$ cat config.mk
export PLATFORM = sky130hd
export DESIGN_NAME = branch_resolver
export DESIGN_NICKNAME = d
export VERILOG_FILES = /design/src/rtl/branch_resolver.sv
export SDC_FILE = /design/constraint.sdc
export NUM_CORES = 1
export LEC_CHECK = 0
export CAP_MARGIN = 20
export CORE_MARGIN = 2
export CORE_UTILIZATION = 30
export CTS_BUF_LIST = sky130_fd_sc_hd__clkbuf_16
export CTS_CLUSTER_DIAMETER = 30
export CTS_CLUSTER_SIZE = 12
export DETAILED_ROUTE_END_ITERATION = 10
export HOLD_SLACK_MARGIN = 0.02
export MAX_ROUTING_LAYER = met4
export PLACE_DENSITY = 0.66
export SLEW_MARGIN = 10
export SYNTH_ARGS = -nofsm -noshare
export SYNTH_HDL_FRONTEND = slang
export SYNTH_SLANG_ARGS = --single-unit
$ cat constraint.sdc
create_clock -name clk -period 3.2 [get_ports clk]
set_clock_uncertainty 0.05 [all_clocks]
set_input_delay 0.48 -clock clk [delete_from_list [all_inputs] [get_ports clk]]
set_output_delay 0.48 -clock clk [all_outputs]
set_load 0.005 [all_outputs]
$ cat src/rtl/branch_resolver.sv
// Execute-stage branch resolver: evaluates CMP flags, pulses a PC redirect and holds a
// timed flush of IF/ID. Optional accept/taken counters are enabled by `BRANCH_STATS_EN.
module branch_resolver #(
    parameter int n            = 32,
    parameter int FLUSH_CYCLES = 2
) (
    input  logic         clk,
    input  logic         reset,
    input  logic         br_valid,
    output logic         br_ready,
    input  logic [1:0]   br_cond,
    input  logic         zero_falg,
    input  logic         negative_flag,
    input  logic [n-1:0] br_target,
    output logic         redirect_valid,
    output logic [n-1:0] redirect_pc,
    output logic         flush,
    output logic [15:0]  stat_total,
    output logic [15:0]  stat_taken
);

    typedef enum logic {
        S_IDLE  = 1'b0,
        S_FLUSH = 1'b1
    } state_e;

    typedef enum logic [1:0] {
        COND_BEQ = 2'b00,
        COND_BNE = 2'b01,
        COND_BLT = 2'b10,
        COND_BGT = 2'b11
    } cond_e;

    localparam logic [3:0] CNT_LOAD = 4'(FLUSH_CYCLES - 1);

    state_e       state_q, state_d;
    logic [3:0]   cnt_q, cnt_d;
    logic         br_ready_q, br_ready_d;
    logic         redirect_valid_q, redirect_valid_d;
    logic [n-1:0] redirect_pc_q, redirect_pc_d;
    logic         flush_q, flush_d;

    logic accept;
    logic taken;

    // A branch is only seen while the unit is ready; requests during a flush
    // belong to squashed instructions and are dropped.
    assign accept = br_valid && br_ready_q;

    always_comb begin
        case (cond_e'(br_cond))
            COND_BEQ: taken = zero_falg;
            COND_BNE: taken = !zero_falg;
            COND_BLT: taken = negative_flag;
            COND_BGT: taken = !zero_falg && !negative_flag;
            default:  taken = 1'b0;
        endcase
    end

    // NOTE: every next-state signal takes its hold value first so no path leaves it
    // unassigned; otherwise this block would infer latches.
    always_comb begin
        state_d          = state_q;
        cnt_d            = cnt_q;
        br_ready_d       = br_ready_q;
        redirect_valid_d = redirect_valid_q;
        redirect_pc_d    = redirect_pc_q;
        flush_d          = flush_q;

        case (state_q)
            S_IDLE: begin
                if (accept && taken) begin
                    redirect_valid_d = 1'b1;
                    redirect_pc_d    = br_target;
                    flush_d          = 1'b1;
                    br_ready_d       = 1'b0;
                    cnt_d            = CNT_LOAD;
                    state_d          = S_FLUSH;
                end
            end
            S_FLUSH: begin
                redirect_valid_d = 1'b0;
                if (cnt_q == 4'd0) begin
                    flush_d    = 1'b0;
                    br_ready_d = 1'b1;
                    state_d    = S_IDLE;
                end else begin
                    cnt_d = cnt_q - 4'd1;
                end
            end
            default: begin
                state_d = S_IDLE;
            end
        endcase
    end

    // NOTE: state registers use non-blocking assignments so every flop samples the
    // pre-edge values, independent of statement order.
    always_ff @(posedge clk) begin
        if (reset) begin
            state_q          <= S_IDLE;
            cnt_q            <= 4'd0;
            br_ready_q       <= 1'b1;
            redirect_valid_q <= 1'b0;
            redirect_pc_q    <= '0;
            flush_q          <= 1'b0;
        end else begin
            state_q          <= state_d;
            cnt_q            <= cnt_d;
            br_ready_q       <= br_ready_d;
            redirect_valid_q <= redirect_valid_d;
            redirect_pc_q    <= redirect_pc_d;
            flush_q          <= flush_d;
        end
    end

    assign br_ready       = br_ready_q;
    assign redirect_valid = redirect_valid_q;
    assign redirect_pc    = redirect_pc_q;
    assign flush          = flush_q;

`ifdef BRANCH_STATS_EN
    logic [15:0] stat_total_q, stat_total_d;
    logic [15:0] stat_taken_q, stat_taken_d;

    // Both counters wrap naturally at 16 bits.
    always_comb begin
        stat_total_d = stat_total_q;
        stat_taken_d = stat_taken_q;
        if (accept) begin
            stat_total_d = stat_total_q + 16'd1;
            if (taken) begin
                stat_taken_d = stat_taken_q + 16'd1;
            end
        end
    end

    always_ff @(posedge clk) begin
        if (reset) begin
            stat_total_q <= 16'd0;
            stat_taken_q <= 16'd0;
        end else begin
            stat_total_q <= stat_total_d;
            stat_taken_q <= stat_taken_d;
        end
    end

    assign stat_total = stat_total_q;
    assign stat_taken = stat_taken_q;
`else
    assign stat_total = 16'd0;
    assign stat_taken = 16'd0;
`endif

endmodule

==> flow_summary.yaml <==
run_status:
  status: "finished clean"
placed_design:
  dp_slack_ns: 0.5665
  port_buffers: 73
  postPlaceCellArea_um2: 2781
  place_hpwl_mm: 2.868
  gp_congestion: 0.7584
floorplanning:
  coreArea_um2: 6832
  io_pins: 106
  die-width_um: 88.40
  dieHeight_um: 88.40
  initial_utilization: 0.3128
  rows: 30
  die_area_um2: 7815
setup_path:
  cpPeakStageDelay_ns: 0.61
  cp-startpoint: "br_cond[0]"
  worstPathRequired_ns: 3.36
  endpoint_kind: "register"
  r2r-start: "cnt_q[0]"
  path_class: "primary input to register"
  crit_family: "buffers and inverters"
  crit_buf_inv: 2
  critical_path.slowest_cell: "and3_2"
  critPathArrivalTime_ns: 2.44
  r2r-end: "cnt_q[2]"
  path_cells: "clkdlybuf4s50_1, xnor2_1, mux2i_2, and3_2, buf_12, mux2i_1"
  reg2reg_slack_ns: 1.33
  crit_fanout: 17
  critPathLaunchType: "primary input"
  rr_worst_depth: 6
detailed_routing:
  vias_per_cell: 3.977
  firstDrtPassIters: 4
  drt_iter0_drc: 23
  wl_mm: 4.025
  drc: 0
  ant_nets: 0
  wire_per_inst_um: 10.35
  routed-via-count: 1547
cells_and_area:
  final_cell_area_um2: 2949
  num_antenna_cells: 0
  layout-drive-gt1-share: 0.05119
  final_cell_mix: "72 x clkdlybuf4s50_1, 66 x nand2b_1, 40 x dfxtp_1"
  finalNetCount: 333
  post-route-util: 0.4317
  layout_commonest_cell: "clkdlybuf4s50_1"
  area_growth_syn_to_layout_pct: 38.00
sta:
  setup_tns_ns: 0
  setup_viol: 0
  period_share: 0.7151
  slew_headroom: 0.4197
  drv_slew: 0
  tightest_slew_ns: 0.8705
  whs_ns: 0.4214
  setup_slack_ns: 0.9116
  fin_crit_ns: 2.288
  rsz0062_at_grt: "no"
  max_freq_mhz: 437.0
  final_hold_viol_count: 0
synth:
  synth_top_area_cell: "dfxtp_1"
  ys_warn_count: 0
  seq_area_frac_synth: 0.3747
  netlist_area_um2: 2137
  synth_area_leaders: "dfxtp_1 37%, nand2b_1 19%, mux2i_1 15%"
  syn_area_per_cell_um2: 9.540
  synth_top_area_share: 0.3747
  synth_cells: 224
  yosysUniqueCellTypes: 30
  ys_ff_latch: 40
clock_tree:
  cts_tree: "yes"
  cts_setup_buffers: 0
  cts_root_buf: "clkbuf_16"
  h-tree-depth: 2
  cts_hold_buf: 0
  insertion_delay_ns: 0.28
  cts_buffers: 5
  clk_transition_reported_paths_ns: 0.06
  ctsResizeCount: 0
  cts_sinks: 40
  cts_max_path_buffers: 2
global_routing:
  grt_max_degree: 73
  first_global_vias: 1494
  grt_pass1_wl_mm: 6.624
  antenna_found_initial: 0
  grt.total_usage: 0.1108
  grt_overflow: 0
min_path:
  min_path_type: "register to register"
  hold_end: "redirect_pc[18]"
  min_path_cells: 2
  hp-start: "redirect_pc[18]"
power:
  ir_drop_uv: 213.9
  internal_power_uw: 1070
  clkPwrFrac: 0.401
  p_per_area_nw_per_um2: 474.5
  switching_share: 0.2350
  switchingPower_uw: 328.9
  p_leak_uw: 0.001114
  p_comb_frac: 0.196
  power_frac_seq: 0.403
flow_run:
  cap_violations: 0
-- power groups by stage --
| stage | clock network (uW) | logic (uW) | registers, uW |
|---|---|---|---|
| final | 561 | 274 | 564 |
| after global routing | 601 | 304 | 570 |
| after CTS | 582 | 278 | 564 |
| after detailed placement | 0 | 277 | 574 |
| after global placement | 0 | 273 | 574 |
| after floorplan | 0 | 186 | 571 |
-- state kept, by name, summed over array words and instances, names as in the netlist --
name	cells
redirect_pc	32
redirect_valid	1
cnt_q	4
br_ready	1
state_q	1
flush	1
-- cells by family (layout without fill, tap and decap cells) --
group / after synthesis / count (layout) / share of synthesized area
and+or+nand+nor: 82 / 82 / 0.2348
other: 1 / 32 / 0.001755
xor gates and xnor gates: 1 / 1 / 0.004099
AOI/OAI and AO/OA: 14 / 14 / 0.04391
muxes: 33 / 33 / 0.1563
buffers and inverters: 51 / 89 / 0.1727
adders and majority gates: 2 / 2 / 0.01171
DFF: 40 / 40 / 0.3747
-- synth_stat cells --
| cell type | n |
|---|---|
| dfxtp_1 | 40 |
| a21o_2 | 1 |
| a211oi_1 | 2 |
| o21ai_0 | 2 |
| buf_12 | 3 |
| nand4bb_1 | 1 |
| nor2_1 | 3 |
| nand2_1 | 3 |
| xnor2_1 | 1 |
| o21a_1 | 1 |
| nand2b_1 | 66 |
| nand3_1 | 2 |
| buf_6 | 1 |
| clkbuf_1 | 8 |
| a221oi_1 | 1 |
| mux2i_1 | 32 |
| conb_1 | 1 |
| nor3_1 | 3 |
| nor3b_1 | 1 |
| nand4_1 | 1 |
| a21oi_1 | 5 |
| and3_1 | 1 |
| inv_1 | 6 |
| a211o_1 | 1 |
| buf_2 | 1 |
| buf_4 | 32 |
| ha_1 | 2 |
| nor4bb_1 | 1 |
| a211o_2 | 1 |
| mux2i_2 | 1 |
-- routing by layer --
layer  track usage  part of all wire  vias up
li1              -                 -      795
met5             -                 0        -
met2        0.1736              0.44       68
met4       0.03306            0.0052        0
met3       0.03358             0.069        2
met1        0.1377              0.48      682
-- through the flow --
stage | total power [uW] | cells
2_1_floorplan | 757.1 | 255
3_3_place_gp | 846.9 | 381
3_5_place_dp | 850.6 | 381
4_1_cts | 1424 | 389
5_1_grt | 1476 | 389
6_report | 1399 | 389
-- worst reg2reg max path: cells and delay by family (launching register included) --
| kind | cells | cell delay (ns) |
|---|---|---|
| buf+inv | 1 | 0.10 |
| simple gates | 2 | 0.77 |
| flops | 1 | 0.35 |
| compound gates | 2 | 0.26 |
| fa+ha+maj | 1 | 0.20 |
-- cell type report --
type / count / area, um2
Clock buffer: 5 / 125.1
Clock inverter: 3 / 42.54
Fill cell: 666 / 3882
Inverter: 6 / 22.52
Multi-Input combinational cell: 164 / 1085
Sequential cell: 40 / 800.8
Tap cell: 96 / 120.1
Timing Repair Buffer: 75 / 753.2
-- how the worst max path moves through the flow --
stage | cells past startpoint | slack [ns] | endpoint
after floorplan | 6 | 1.61 | redirect_pc[0]
after global placement | 6 | 0.66 | redirect_pc[30]
after detailed placement | 6 | 0.57 | redirect_pc[0]
after CTS | 6 | 0.86 | redirect_pc[0]
after global routing | 6 | 0.78 | redirect_pc[0]
final | 6 | 0.91 | redirect_pc[0]
No activity file was read; power rests on OpenSTA's default activity.
